### src/rtl/id_ex_stage_pkg.sv
// Shared types and constants for the ID/EX pipeline register and its hazard unit.
package id_ex_stage_pkg;

  localparam int REG_W = 5;

  // ALU B operand select encodings seen by the execute stage.
  localparam logic [1:0] ALU_B_REG   = 2'd0;
  localparam logic [1:0] ALU_B_IMM   = 2'd1;
  localparam logic [1:0] ALU_B_EIGHT = 2'd2;
  localparam logic [1:0] ALU_B_TEN   = 2'd3;

  typedef logic [REG_W-1:0] reg_idx_t;

  typedef struct packed {
    logic        valid;
    logic        reg_dst;
    logic        alu_src0;
    logic        reg_write;
    logic        mem_read;
    logic        mem_write;
    logic [1:0]  alu_src1;
    logic [4:0]  shamt;
    reg_idx_t    rt;
    reg_idx_t    rd;
    logic [31:0] reg_data1;
    logic [31:0] reg_data2;
    logic [31:0] imm32b;
    logic [31:0] pc_plus_four;
    logic [5:0]  funct;
    logic [5:0]  opcode;
    logic [25:0] instr_index;
  } ex_fields_t;

  // A bubble is an all-zero slot so nothing undefined leaks into execute.
  localparam ex_fields_t BUBBLE = '0;

endpackage

### src/rtl/id_ex_stage_if.sv
// Decode-side inputs, execute-side outputs and hazard status of the ID/EX stage.
interface id_ex_stage_if #(parameter int CNT_W = 32);
  import id_ex_stage_pkg::*;

  logic        id_valid;
  logic        id_reg_dst;
  logic        id_alu_src0;
  logic        id_reg_write;
  logic        id_mem_read;
  logic        id_mem_write;
  logic [1:0]  id_alu_src1;
  logic [4:0]  id_shamt;
  reg_idx_t    id_rs;
  reg_idx_t    id_rt;
  reg_idx_t    id_rd;
  logic        id_uses_rs;
  logic        id_uses_rt;
  logic [31:0] id_reg_data1;
  logic [31:0] id_reg_data2;
  logic [31:0] id_imm32b;
  logic [31:0] id_pc_plus_four;
  logic [5:0]  id_funct;
  logic [5:0]  id_opcode;
  logic [25:0] id_instr_index;

  logic        mem_reg_write;
  reg_idx_t    mem_dest;
  logic        flush;
  logic        hold;

  logic        ex_valid;
  logic        ex_reg_dst;
  logic        ex_alu_src0;
  logic        ex_reg_write;
  logic        ex_mem_read;
  logic        ex_mem_write;
  logic [1:0]  ex_alu_src1;
  logic [4:0]  ex_shamt;
  reg_idx_t    ex_rt;
  reg_idx_t    ex_rd;
  logic [31:0] ex_reg_data1;
  logic [31:0] ex_reg_data2;
  logic [31:0] ex_imm32b;
  logic [31:0] ex_pc_plus_four;
  logic [5:0]  ex_funct;
  logic [5:0]  ex_opcode;
  logic [25:0] ex_instr_index;

  logic             stall;
  logic [CNT_W-1:0] bubble_count;

  modport master (
    output id_valid, id_reg_dst, id_alu_src0, id_reg_write, id_mem_read, id_mem_write,
           id_alu_src1, id_shamt, id_rs, id_rt, id_rd, id_uses_rs, id_uses_rt,
           id_reg_data1, id_reg_data2, id_imm32b, id_pc_plus_four, id_funct, id_opcode,
           id_instr_index, mem_reg_write, mem_dest, flush, hold,
    input  ex_valid, ex_reg_dst, ex_alu_src0, ex_reg_write, ex_mem_read, ex_mem_write,
           ex_alu_src1, ex_shamt, ex_rt, ex_rd, ex_reg_data1, ex_reg_data2, ex_imm32b,
           ex_pc_plus_four, ex_funct, ex_opcode, ex_instr_index, stall, bubble_count
  );

  modport slave (
    input  id_valid, id_reg_dst, id_alu_src0, id_reg_write, id_mem_read, id_mem_write,
           id_alu_src1, id_shamt, id_rs, id_rt, id_rd, id_uses_rs, id_uses_rt,
           id_reg_data1, id_reg_data2, id_imm32b, id_pc_plus_four, id_funct, id_opcode,
           id_instr_index, mem_reg_write, mem_dest, flush, hold,
    output ex_valid, ex_reg_dst, ex_alu_src0, ex_reg_write, ex_mem_read, ex_mem_write,
           ex_alu_src1, ex_shamt, ex_rt, ex_rd, ex_reg_data1, ex_reg_data2, ex_imm32b,
           ex_pc_plus_four, ex_funct, ex_opcode, ex_instr_index, stall, bubble_count
  );

endinterface

### src/rtl/id_ex_stage_hazard_detect.sv
// Combinational RAW / load-use detector comparing ID sources against EX and MEM writers.
module id_ex_stage_hazard_detect
  import id_ex_stage_pkg::*;
#(
  parameter bit FORWARDING = 1'b1
) (
  input  reg_idx_t id_rs,
  input  reg_idx_t id_rt,
  input  logic     id_uses_rs,
  input  logic     id_uses_rt,
  input  logic     ex_valid,
  input  logic     ex_reg_write,
  input  logic     ex_mem_read,
  input  reg_idx_t ex_dest,
  input  reg_idx_t ex_rt,
  input  logic     mem_reg_write,
  input  reg_idx_t mem_dest,
  output logic     hazard
);

  // $0 is hard-wired, so a write to it can never feed a reader.
  function automatic logic src_hit(input reg_idx_t d, input reg_idx_t rs, input reg_idx_t rt,
                                   input logic uses_rs, input logic uses_rt);
    return (d != '0) && ((uses_rs && d == rs) || (uses_rt && d == rt));
  endfunction

  logic load_use;
  logic raw_ex;
  logic raw_mem;

  always_comb begin
    load_use = ex_valid && ex_mem_read && src_hit(ex_rt, id_rs, id_rt, id_uses_rs, id_uses_rt);
    raw_ex   = ex_valid && ex_reg_write && src_hit(ex_dest, id_rs, id_rt, id_uses_rs, id_uses_rt);
    raw_mem  = mem_reg_write && src_hit(mem_dest, id_rs, id_rt, id_uses_rs, id_uses_rt);
    hazard   = FORWARDING ? load_use : (load_use || raw_ex || raw_mem);
  end

endmodule

### src/rtl/id_ex_stage.sv
// ID/EX pipeline register: captures decode fields, inserts bubbles on hazards and flushes,
// and counts hazard bubbles with a saturating counter.
module id_ex_stage
  import id_ex_stage_pkg::*;
#(
  parameter bit FORWARDING = 1'b1,
  parameter int CNT_W      = 32
) (
  input logic         clk,
  input logic         rst,
  id_ex_stage_if.slave bus
);

  localparam logic [CNT_W-1:0] CNT_ONE = 1;

  ex_fields_t       ex_q;
  ex_fields_t       id_fields;
  logic [CNT_W-1:0] bubble_q;
  reg_idx_t         ex_dest;
  logic             hazard;
  logic             stall;

  always_comb begin
    id_fields              = BUBBLE;
    id_fields.valid        = bus.id_valid;
    id_fields.reg_dst      = bus.id_reg_dst;
    id_fields.alu_src0     = bus.id_alu_src0;
    id_fields.reg_write    = bus.id_reg_write;
    id_fields.mem_read     = bus.id_mem_read;
    id_fields.mem_write    = bus.id_mem_write;
    id_fields.alu_src1     = bus.id_alu_src1;
    id_fields.shamt        = bus.id_shamt;
    id_fields.rt           = bus.id_rt;
    id_fields.rd           = bus.id_rd;
    id_fields.reg_data1    = bus.id_reg_data1;
    id_fields.reg_data2    = bus.id_reg_data2;
    id_fields.imm32b       = bus.id_imm32b;
    id_fields.pc_plus_four = bus.id_pc_plus_four;
    id_fields.funct        = bus.id_funct;
    id_fields.opcode       = bus.id_opcode;
    id_fields.instr_index  = bus.id_instr_index;
  end

  // Same destination select the execute stage uses: RegDst=0 writes rt.
  assign ex_dest = ex_q.reg_dst ? ex_q.rd : ex_q.rt;

  id_ex_stage_hazard_detect #(.FORWARDING(FORWARDING)) u_hazard (
    .id_rs         (bus.id_rs),
    .id_rt         (bus.id_rt),
    .id_uses_rs    (bus.id_uses_rs),
    .id_uses_rt    (bus.id_uses_rt),
    .ex_valid      (ex_q.valid),
    .ex_reg_write  (ex_q.reg_write),
    .ex_mem_read   (ex_q.mem_read),
    .ex_dest       (ex_dest),
    .ex_rt         (ex_q.rt),
    .mem_reg_write (bus.mem_reg_write),
    .mem_dest      (bus.mem_dest),
    .hazard        (hazard)
  );

  assign stall = bus.id_valid && hazard && !bus.flush && !rst;

  // Flush beats hold, which beats a hazard bubble; only hazard bubbles are counted.
  always_ff @(posedge clk) begin
    if (rst) begin
      ex_q     <= BUBBLE;
      bubble_q <= '0;
    end else if (bus.flush) begin
      ex_q <= BUBBLE;
    end else if (bus.hold) begin
      ex_q     <= ex_q;
      bubble_q <= bubble_q;
    end else if (stall) begin
      ex_q <= BUBBLE;
      if (!(&bubble_q)) bubble_q <= bubble_q + CNT_ONE;
    end else begin
      ex_q <= id_fields;
    end
  end

  assign bus.ex_valid        = ex_q.valid;
  assign bus.ex_reg_dst      = ex_q.reg_dst;
  assign bus.ex_alu_src0     = ex_q.alu_src0;
  assign bus.ex_reg_write    = ex_q.reg_write;
  assign bus.ex_mem_read     = ex_q.mem_read;
  assign bus.ex_mem_write    = ex_q.mem_write;
  assign bus.ex_alu_src1     = ex_q.alu_src1;
  assign bus.ex_shamt        = ex_q.shamt;
  assign bus.ex_rt           = ex_q.rt;
  assign bus.ex_rd           = ex_q.rd;
  assign bus.ex_reg_data1    = ex_q.reg_data1;
  assign bus.ex_reg_data2    = ex_q.reg_data2;
  assign bus.ex_imm32b       = ex_q.imm32b;
  assign bus.ex_pc_plus_four = ex_q.pc_plus_four;
  assign bus.ex_funct        = ex_q.funct;
  assign bus.ex_opcode       = ex_q.opcode;
  assign bus.ex_instr_index  = ex_q.instr_index;
  assign bus.stall           = stall;
  assign bus.bubble_count    = bubble_q;

endmodule

### src/flat_wrapper.sv
// flat-port wrapper written by rule: the top's interface ports become plain ports
module id_ex_stage_flat import id_ex_stage_pkg::*;
#(
  parameter bit FORWARDING = 1'b1,
  parameter int CNT_W      = 32
)
  (clk, rst, bus_id_valid, bus_id_reg_dst, bus_id_alu_src0, bus_id_reg_write, bus_id_mem_read, bus_id_mem_write, bus_id_alu_src1, bus_id_shamt, bus_id_rs, bus_id_rt, bus_id_rd, bus_id_uses_rs, bus_id_uses_rt, bus_id_reg_data1, bus_id_reg_data2, bus_id_imm32b, bus_id_pc_plus_four, bus_id_funct, bus_id_opcode, bus_id_instr_index, bus_mem_reg_write, bus_mem_dest, bus_flush, bus_hold, bus_ex_valid, bus_ex_reg_dst, bus_ex_alu_src0, bus_ex_reg_write, bus_ex_mem_read, bus_ex_mem_write, bus_ex_alu_src1, bus_ex_shamt, bus_ex_rt, bus_ex_rd, bus_ex_reg_data1, bus_ex_reg_data2, bus_ex_imm32b, bus_ex_pc_plus_four, bus_ex_funct, bus_ex_opcode, bus_ex_instr_index, bus_stall, bus_bubble_count);
  id_ex_stage_if #(.CNT_W(CNT_W)) bus_i ();
  input logic clk;
  input logic rst;
  input wire logic [$bits(bus_i.id_valid)-1:0] bus_id_valid;
  input wire logic [$bits(bus_i.id_reg_dst)-1:0] bus_id_reg_dst;
  input wire logic [$bits(bus_i.id_alu_src0)-1:0] bus_id_alu_src0;
  input wire logic [$bits(bus_i.id_reg_write)-1:0] bus_id_reg_write;
  input wire logic [$bits(bus_i.id_mem_read)-1:0] bus_id_mem_read;
  input wire logic [$bits(bus_i.id_mem_write)-1:0] bus_id_mem_write;
  input wire logic [$bits(bus_i.id_alu_src1)-1:0] bus_id_alu_src1;
  input wire logic [$bits(bus_i.id_shamt)-1:0] bus_id_shamt;
  input wire logic [$bits(bus_i.id_rs)-1:0] bus_id_rs;
  input wire logic [$bits(bus_i.id_rt)-1:0] bus_id_rt;
  input wire logic [$bits(bus_i.id_rd)-1:0] bus_id_rd;
  input wire logic [$bits(bus_i.id_uses_rs)-1:0] bus_id_uses_rs;
  input wire logic [$bits(bus_i.id_uses_rt)-1:0] bus_id_uses_rt;
  input wire logic [$bits(bus_i.id_reg_data1)-1:0] bus_id_reg_data1;
  input wire logic [$bits(bus_i.id_reg_data2)-1:0] bus_id_reg_data2;
  input wire logic [$bits(bus_i.id_imm32b)-1:0] bus_id_imm32b;
  input wire logic [$bits(bus_i.id_pc_plus_four)-1:0] bus_id_pc_plus_four;
  input wire logic [$bits(bus_i.id_funct)-1:0] bus_id_funct;
  input wire logic [$bits(bus_i.id_opcode)-1:0] bus_id_opcode;
  input wire logic [$bits(bus_i.id_instr_index)-1:0] bus_id_instr_index;
  input wire logic [$bits(bus_i.mem_reg_write)-1:0] bus_mem_reg_write;
  input wire logic [$bits(bus_i.mem_dest)-1:0] bus_mem_dest;
  input wire logic [$bits(bus_i.flush)-1:0] bus_flush;
  input wire logic [$bits(bus_i.hold)-1:0] bus_hold;
  output wire logic [$bits(bus_i.ex_valid)-1:0] bus_ex_valid;
  output wire logic [$bits(bus_i.ex_reg_dst)-1:0] bus_ex_reg_dst;
  output wire logic [$bits(bus_i.ex_alu_src0)-1:0] bus_ex_alu_src0;
  output wire logic [$bits(bus_i.ex_reg_write)-1:0] bus_ex_reg_write;
  output wire logic [$bits(bus_i.ex_mem_read)-1:0] bus_ex_mem_read;
  output wire logic [$bits(bus_i.ex_mem_write)-1:0] bus_ex_mem_write;
  output wire logic [$bits(bus_i.ex_alu_src1)-1:0] bus_ex_alu_src1;
  output wire logic [$bits(bus_i.ex_shamt)-1:0] bus_ex_shamt;
  output wire logic [$bits(bus_i.ex_rt)-1:0] bus_ex_rt;
  output wire logic [$bits(bus_i.ex_rd)-1:0] bus_ex_rd;
  output wire logic [$bits(bus_i.ex_reg_data1)-1:0] bus_ex_reg_data1;
  output wire logic [$bits(bus_i.ex_reg_data2)-1:0] bus_ex_reg_data2;
  output wire logic [$bits(bus_i.ex_imm32b)-1:0] bus_ex_imm32b;
  output wire logic [$bits(bus_i.ex_pc_plus_four)-1:0] bus_ex_pc_plus_four;
  output wire logic [$bits(bus_i.ex_funct)-1:0] bus_ex_funct;
  output wire logic [$bits(bus_i.ex_opcode)-1:0] bus_ex_opcode;
  output wire logic [$bits(bus_i.ex_instr_index)-1:0] bus_ex_instr_index;
  output wire logic [$bits(bus_i.stall)-1:0] bus_stall;
  output wire logic [$bits(bus_i.bubble_count)-1:0] bus_bubble_count;
  assign bus_i.id_valid = bus_id_valid;
  assign bus_i.id_reg_dst = bus_id_reg_dst;
  assign bus_i.id_alu_src0 = bus_id_alu_src0;
  assign bus_i.id_reg_write = bus_id_reg_write;
  assign bus_i.id_mem_read = bus_id_mem_read;
  assign bus_i.id_mem_write = bus_id_mem_write;
  assign bus_i.id_alu_src1 = bus_id_alu_src1;
  assign bus_i.id_shamt = bus_id_shamt;
  assign bus_i.id_rs = bus_id_rs;
  assign bus_i.id_rt = bus_id_rt;
  assign bus_i.id_rd = bus_id_rd;
  assign bus_i.id_uses_rs = bus_id_uses_rs;
  assign bus_i.id_uses_rt = bus_id_uses_rt;
  assign bus_i.id_reg_data1 = bus_id_reg_data1;
  assign bus_i.id_reg_data2 = bus_id_reg_data2;
  assign bus_i.id_imm32b = bus_id_imm32b;
  assign bus_i.id_pc_plus_four = bus_id_pc_plus_four;
  assign bus_i.id_funct = bus_id_funct;
  assign bus_i.id_opcode = bus_id_opcode;
  assign bus_i.id_instr_index = bus_id_instr_index;
  assign bus_i.mem_reg_write = bus_mem_reg_write;
  assign bus_i.mem_dest = bus_mem_dest;
  assign bus_i.flush = bus_flush;
  assign bus_i.hold = bus_hold;
  assign bus_ex_valid = bus_i.ex_valid;
  assign bus_ex_reg_dst = bus_i.ex_reg_dst;
  assign bus_ex_alu_src0 = bus_i.ex_alu_src0;
  assign bus_ex_reg_write = bus_i.ex_reg_write;
  assign bus_ex_mem_read = bus_i.ex_mem_read;
  assign bus_ex_mem_write = bus_i.ex_mem_write;
  assign bus_ex_alu_src1 = bus_i.ex_alu_src1;
  assign bus_ex_shamt = bus_i.ex_shamt;
  assign bus_ex_rt = bus_i.ex_rt;
  assign bus_ex_rd = bus_i.ex_rd;
  assign bus_ex_reg_data1 = bus_i.ex_reg_data1;
  assign bus_ex_reg_data2 = bus_i.ex_reg_data2;
  assign bus_ex_imm32b = bus_i.ex_imm32b;
  assign bus_ex_pc_plus_four = bus_i.ex_pc_plus_four;
  assign bus_ex_funct = bus_i.ex_funct;
  assign bus_ex_opcode = bus_i.ex_opcode;
  assign bus_ex_instr_index = bus_i.ex_instr_index;
  assign bus_stall = bus_i.stall;
  assign bus_bubble_count = bus_i.bubble_count;
  id_ex_stage #(.FORWARDING(FORWARDING), .CNT_W(CNT_W)) u_core (.clk(clk), .rst(rst), .bus(bus_i));
endmodule
### config.mk
export PLATFORM = sky130hd
export DESIGN_NAME = id_ex_stage_flat
export DESIGN_NICKNAME = d
export VERILOG_FILES = /design/src/rtl/id_ex_stage_pkg.sv /design/src/rtl/id_ex_stage_if.sv /design/src/rtl/id_ex_stage_hazard_detect.sv /design/src/rtl/id_ex_stage.sv /design/src/flat_wrapper.sv
export SDC_FILE = /design/constraint.sdc
export NUM_CORES = 1
export LEC_CHECK = 0
export CAP_MARGIN = 20
export CORE_AREA = 2 2 164 166
export DETAILED_ROUTE_END_ITERATION = 8
export DIE_AREA = 0 0 166 168
export DONT_BUFFER_PORTS = 1
export PLACE_DENSITY_LB_ADDON = 0.12
export SLEW_MARGIN = 20
export SYNTH_ARGS = -nofsm -noshare
export SYNTH_HDL_FRONTEND = slang
export SYNTH_SLANG_ARGS = --single-unit
### constraint.sdc
create_clock -name clk -period 4.35 [get_ports clk]
set_clock_uncertainty 0.1 [all_clocks]
set_input_delay 0.87 -clock clk [delete_from_list [all_inputs] [get_ports clk]]
set_output_delay 0.87 -clock clk [all_outputs]
set_load 0.01 [all_outputs]
# After elaboration in Yosys (flattened, before gate mapping)
# Index checks and enable logic that the tools add are counted.
word_totals:
  register_bits: 221
  in_bits: 206
  out_inout_bits: 222
  wordCells: 40
op_classes:
  addsub: 1
  eq_ne: 2
  mux: 1
  n_bitwise: 3
  reduce_logical: 15
ops:
  columns: ["operator", "n"]
  rows:
  - ["2-to-1 mux 189 bit", 1]
  - ["adder 32 x 1 -> 32 bit (second input constant)", 1]
  - ["AND reduction 32 bit", 1]
  - ["equality test 5 bit", 2]
  - ["logical AND 1 bit", 8]
  - ["nonzero test 5 bit", 1]
  - ["AND reduction 4 bit", 1]
  - ["NOT 1 bit", 3]
  - ["logical NOT 1 bit", 2]
  - ["OR reduction 2 bit", 1]
  - ["logical OR 1 bit", 1]

# Logic depth before layout (Yosys ltp)
logic_depth:
  word_depth: 9
  ltp_mapped: 9

# Cells and area by module
# From an unflattened synthesis, not the netlist that was laid out.
unflattened:
  cells_unflattened: 1062
  hier_area_um2: 8846.0
modules_own_cells:
  columns: ["mod", "instances", "cells_each", "area_each_um2", "seq_area_each_um2"]
  rows:
  - ["id_ex_stage", 1, 1045, 8710.9, 4424.2]
  - ["id_ex_stage_hazard_detect", 1, 17, 135.1, 0.0]

# Worst setup path after synthesis
# OpenSTA, ideal clock, no wires.
synth_timing:
  path_type: "input to output"
  startpoint: "input port bus_flush"
  endpoint: "output port bus_stall"
  arrival_time_ns: 2.225
  required_time_ns: 3.380
  slack_ns: 1.155
  cell_stages: 7
  path_buffers: 3
  cell_sequence: "or2_2 buf_2 a211oi_4 nand2_1 clkbuf_1 clkbuf_1 inv_1"
synth_via:
  elab_chain_cells: 3
synth_rtl:
  columns: ["item", "line", "source"]
  rows:
  - ["start, declared", "flat_wrapper.sv:33", "input wire logic [$bits(bus_i.flush)-1:0] bus_flush;"]
  - ["logical NOT 1 bit", "id_ex_stage.sv:62", "assign stall = bus.id_valid && hazard && !bus.flush && !rst;"]
  - ["logical AND 1 bit (2 in series)", "id_ex_stage.sv:62", null]
  - ["end, declared", "flat_wrapper.sv:52", "output wire logic [$bits(bus_i.stall)-1:0] bus_stall;"]
# No other way between the ends.

# Final worst setup path
layout_timing:
  startpoint: "register u_core.ex_q (netlist bit u_core.bus.ex_rt[0])"
  endpoint: "output port bus_stall"
layout_via:
  elab_chain_cells: 8
  elab_cells_between_ends: 11
  cone_classes: "eq/ne: 2; reduce/logical: 9"
layout_rtl:
  columns: ["item", "line", "source"]
  rows:
  - ["start, declared", "id_ex_stage.sv:16", "ex_fields_t ex_q;"]
  - ["start signal, assigned", "id_ex_stage.sv:72", "ex_q <= ex_q;"]
  - ["start signal, assigned", "id_ex_stage.sv:78", "ex_q <= id_fields;"]
  - ["equality test 5 bit", "id_ex_stage_hazard_detect.sv:24", "return (d != '0) && ((uses_rs && d == rs) || (uses_rt && d == rt));"]
  - ["logical AND 1 bit", "id_ex_stage_hazard_detect.sv:24", null]
  - ["logical OR 1 bit", "id_ex_stage_hazard_detect.sv:24", null]
  - ["logical AND 1 bit (*)", "id_ex_stage_hazard_detect.sv:24", null]
  - ["logical AND 1 bit (*)", "id_ex_stage_hazard_detect.sv:32", "load_use = ex_valid && ex_mem_read && src_hit(ex_rt, id_rs, id_rt, id_uses_rs, id_uses_rt);"]
  - ["logical AND 1 bit (*) (3 in series)", "id_ex_stage.sv:62", null]
# Every way passes the cells marked *; elsewhere a longest branch is shown, timed or not.

==> flow_summary_export.csv <==
group,metric,value,unit
yosys,yosysSeqAreaShare,48.9,%
final_layout,stdcell_area,0.00996,mm2
yosys,syn_area,0.00905,mm2
placement,hpwl,17200,um
final_layout,drive_gt1_share,6.17,%
global_routing,grtUsageTotal,17.3,%
power,ir_drop,0.305,mV
sta,final.setup.worst_slack,803,ps
min_path,hold_class,"input port to register",
global_routing,grt_pass1_vias,6761,
yosys,synth_flop_cell,"dfxtp_1",
worst_setup_path,cp-end-kind,"output port",
worst_setup_path,regToRegEndpoint,"u_core.bus.bubble_count[18]$_SDFFE_PP0P_",
floorplanning,row_count,60,
global_routing,overflow,0,
sta,fin_crit_sh,81.5,%
worst_setup_path,cp.arrival,2580,ps
clocking,clk_pin_slew_worst_paths,50,ps
global_routing,antenna_found_initial,1,
clocking,cts_root_buf,"clkbuf_16",
sta,fmax,282,MHz
yosys,synth_top_area_share,48.9,%
clocking,cts_tree,"yes",
sta,max_slew_margin,29.8,%
clocking,cts_buffers,26,
worst_setup_path,required,3380,ps
yosys,synth-edff-count,0,
sta,period_needed,3550,ps
yosys,avgSynthCellArea,8.49,um2
power,leakage,3.26,nW
detailed_routing,remaining_drc_errors,0,
global_routing,grt_pass1_wl,39300,um
clocking,ctsHtreeMaxLevel,1,
final_layout,diodes,0,
yosys,synth.net_count,1273,
floorplanning,dieWidth,166,um
floorplanning,initial_core_util,34.4,%
worst_setup_path,rr_worst_depth,6,
power,power.total,4.37,mW
detailed_routing,wire_per_inst,19.4,um
detailed_routing,drt_wl_total,26400,um
global_routing,grt_max_degree,380,
sta,maxSlewViolCount,0,
run_status,status,"finished, final reports clean",
final_layout,nNetsFinal,1214,
min_path,hp-start,"rst",
floorplanning,dieArea,0.0279,mm2
detailed_routing,vias,7257,
floorplanning,ioPinCount,428,
detailed_routing,avgViaCountPerCell,5.33,
yosys,synth-warning-count,0,
placement,portBuffers,0,
placement,placed_cell_area,0.00916,mm2
yosys,synthTopCellsByArea,"dfxtp_1 (49%), nand3b_1 (16%), a21oi_1 (11%)",
detailed_routing,firstDrtPassIters,4,
floorplanning,die_h,168,um
detailed_routing,drt_iter0_markers,512,
min_path,whs_endpoint,"u_core.bus.bubble_count[16]$_SDFFE_PP0P_",
detailed_routing,ant_nets,0,
clocking,cts_hold_buf,0,
job,drv_cap,0,
worst_setup_path,slowest_stage,"dfxtp_1",
yosys,syn_inst,1066,
sta,rsz0062_at_grt,"no",
yosys,yosysUniqueCellTypes,42,
clocking,post_cts_resized,0,
sta,worstMarginPinSlew,1050,ps
final_layout,fillerInstances,2676,
sta,setup-violations-final,0,
clocking,max-clock-path-buffers,3,
worst_setup_path,r2r_start,"u_core.bus.ex_rt[0]$_SDFFE_PP0N_",
worst_setup_path,crit_path_start_kind,"register",
clocking,post_cts_buffers,0,
worst_setup_path,worstSetupPathType,"register to output port",
clocking,cts_sinks,221,
worst_setup_path,path_cells,"xnor2_1 -> nand4_1 -> o22ai_1 -> nand2_4 -> inv_1",
worst_setup_path,ff2ff_setup_slack,1480,ps
power,p_per_area,439,mW/mm2
clocking,clock_latency,520,ps
placement,preCtsSetupSlack,968,ps
yosys,yosysTopAreaCell,"dfxtp_1",
sta,final.setup.tns,0,ps
min_path,hold_depth,1,
worst_setup_path,worstPathMaxFanout,42,
final_layout,syn_to_final_growth,10.1,%
yosys,ys_async_sr_fraction,0,%
placement,gp_congestion,0.731,
floorplanning,core,0.0264,mm2
sta,final_hold_viol_count,0,
worst_setup_path,cp_slowest_stage_delay,520,ps
yosys,synth_seq_cells,221,
## final cells by class
| type | count | area (um2) | area share, % |
|---|---|---|---|
| clock inverters | 4 | 23.8 | 0.239 |
| repair buffers | 6 | 57.6 | 0.578 |
| clock buffers | 38 | 777 | 7.80 |
| well taps | 341 | 427 | 4.28 |
| flip-flops and latches | 221 | 4420 | 44.4 |
| inverters | 7 | 26.3 | 0.264 |
| multi-input cells | 745 | 4230 | 42.4 |
## power by group
part	internal, mW	switching [mW]
registers	2.08	0.0709
clock network	1.22	0.835
logic	0.0842	0.0781
total	3.39	0.984
## worst max-delay path by stage
| stage | slack [ps] | end | startpoint | cells after the start |
|---|---|---|---|---|
| after global routing | 670 | bus_stall | u_core.bus.ex_rt[0]$_SDFFE_PP0N_ | 5 |
| after CTS | 770 | bus_stall | u_core.bus.ex_rt[0]$_SDFFE_PP0N_ | 5 |
| after floorplan | 1160 | bus_stall | bus_flush | 7 |
| after detailed placement | 970 | bus_stall | bus_id_rt[0] | 5 |
| final | 800 | bus_stall | u_core.bus.ex_rt[0]$_SDFFE_PP0N_ | 5 |
| after global placement | 990 | bus_stall | bus_id_rt[0] | 5 |
## through the flow
stage / utilization, % / instances / hold slack, ps
CTS: 37.8 / 1362 / 275
detailed placement: 34.8 / 1320 / 397
global placement: 34.8 / 1320 / 394
floorplan: - / 1066 / 376
global route: 37.8 / 1362 / 290
finish: 37.8 / 1362 / 318
## logic make-up after synthesis
| kind of cell | count (synthesis) | synth area share [%] |
|---|---|---|
| DFF | 221 | 48.9 |
| xor gates and xnor gates | 11 | 1.06 |
| AOI/OAI and AO/OA | 234 | 13.6 |
| buffers and inverters | 100 | 4.52 |
| muxes | 9 | 1.11 |
| adders and majority gates | 1 | 0.138 |
| and+or+nand+nor | 490 | 30.7 |
## layer usage
layer | wire length (um) | up-vias | track usage (%)
met1 | 10500 | 3337 | 20.6
met2 | 12400 | 290 | 28.3
met4 | 859 | 2 | 6.39
li1 | - | 3572 | -
met3 | 2700 | 56 | 6.68
met5 | 16 | - | 0
## worst max-delay path, delay by kind of cell (launching register included)
kind	cells	cell delay, ps
AND/OR/NAND/NOR	2	590
flip-flops	1	520
AO/OA/AOI/OAI	1	460
buffers and inverters	1	270
XOR/XNOR	1	220
## flip-flops by register name, indices dropped and copies added, names as in the netlist
| register | cells |
|---|---|
| u_core.bus.ex_alu_src1 | 2 |
| u_core.bus.ex_imm32b | 32 |
| u_core.bus.ex_mem_write | 1 |
| u_core.bus.ex_opcode | 6 |
| u_core.bus.ex_mem_read | 1 |
| u_core.bus.ex_alu_src0 | 1 |
| u_core.bus.ex_funct | 6 |
| u_core.bus.ex_valid | 1 |
| u_core.bus.bubble_count | 32 |
| u_core.bus.ex_reg_write | 1 |
| u_core.bus.ex_rt | 5 |
| u_core.bus.ex_rd | 5 |
| u_core.bus.ex_reg_data2 | 32 |
| u_core.bus.ex_reg_data1 | 32 |
| u_core.bus.ex_shamt | 5 |
| u_core.bus.ex_reg_dst | 1 |
| u_core.bus.ex_pc_plus_four | 32 |
| u_core.bus.ex_instr_index | 26 |
## cells in the mapped netlist (2+ instances only)
cell	instances
or3_2	2
dfxtp_1	221
clkbuf_1	86
a21oi_1	207
xnor2_1	10
or2_2	2
and2_1	2
buf_2	3
nor2b_1	6
o21ai_0	8
o31ai_1	10
o21a_1	4
nand3_1	13
buf_6	2
nand4_1	15
inv_1	7
nand4_2	2
mux2_2	8
nor4b_1	2
nor3_1	3
nand3b_1	189
or4_1	10
nor4_1	4
nand2_1	204
nor2_1	19
and4_1	2
and3_1	4
or3_1	7
## cell usage in the layout, fill, tap and decap left out, types with 2 or more instances in the layout
| master | Yosys | layout |
|---|---|---|
| nand4_1 | 15 | 15 |
| nor2_1 | 19 | 19 |
| or4_1 | 10 | 10 |
| dfxtp_1 | 221 | 221 |
| or3_1 | 7 | 7 |
| and3_1 | 4 | 4 |
| inv_1 | 7 | 7 |
| nand4_2 | 2 | 2 |
| nor4_1 | 4 | 4 |
| clkbuf_8 | 0 | 6 |
| clkinv_2 | 0 | 3 |
| o21a_1 | 4 | 4 |
| mux2_2 | 8 | 8 |
| nand2_1 | 204 | 203 |
| o21ai_0 | 8 | 8 |
| nand3_1 | 13 | 13 |
| and2_1 | 2 | 2 |
| buf_4 | 0 | 5 |
| a21oi_1 | 207 | 207 |
| or3_2 | 2 | 2 |
| clkbuf_1 | 86 | 5 |
| clkbuf_16 | 0 | 27 |
| and4_1 | 2 | 2 |
| xnor2_1 | 10 | 10 |
| nor3_1 | 3 | 3 |
| o31ai_1 | 10 | 10 |
| nor2b_1 | 6 | 6 |
| nand3b_1 | 189 | 189 |
| nor4b_1 | 2 | 2 |
Note: power is estimated with default switching activity, not from simulation.
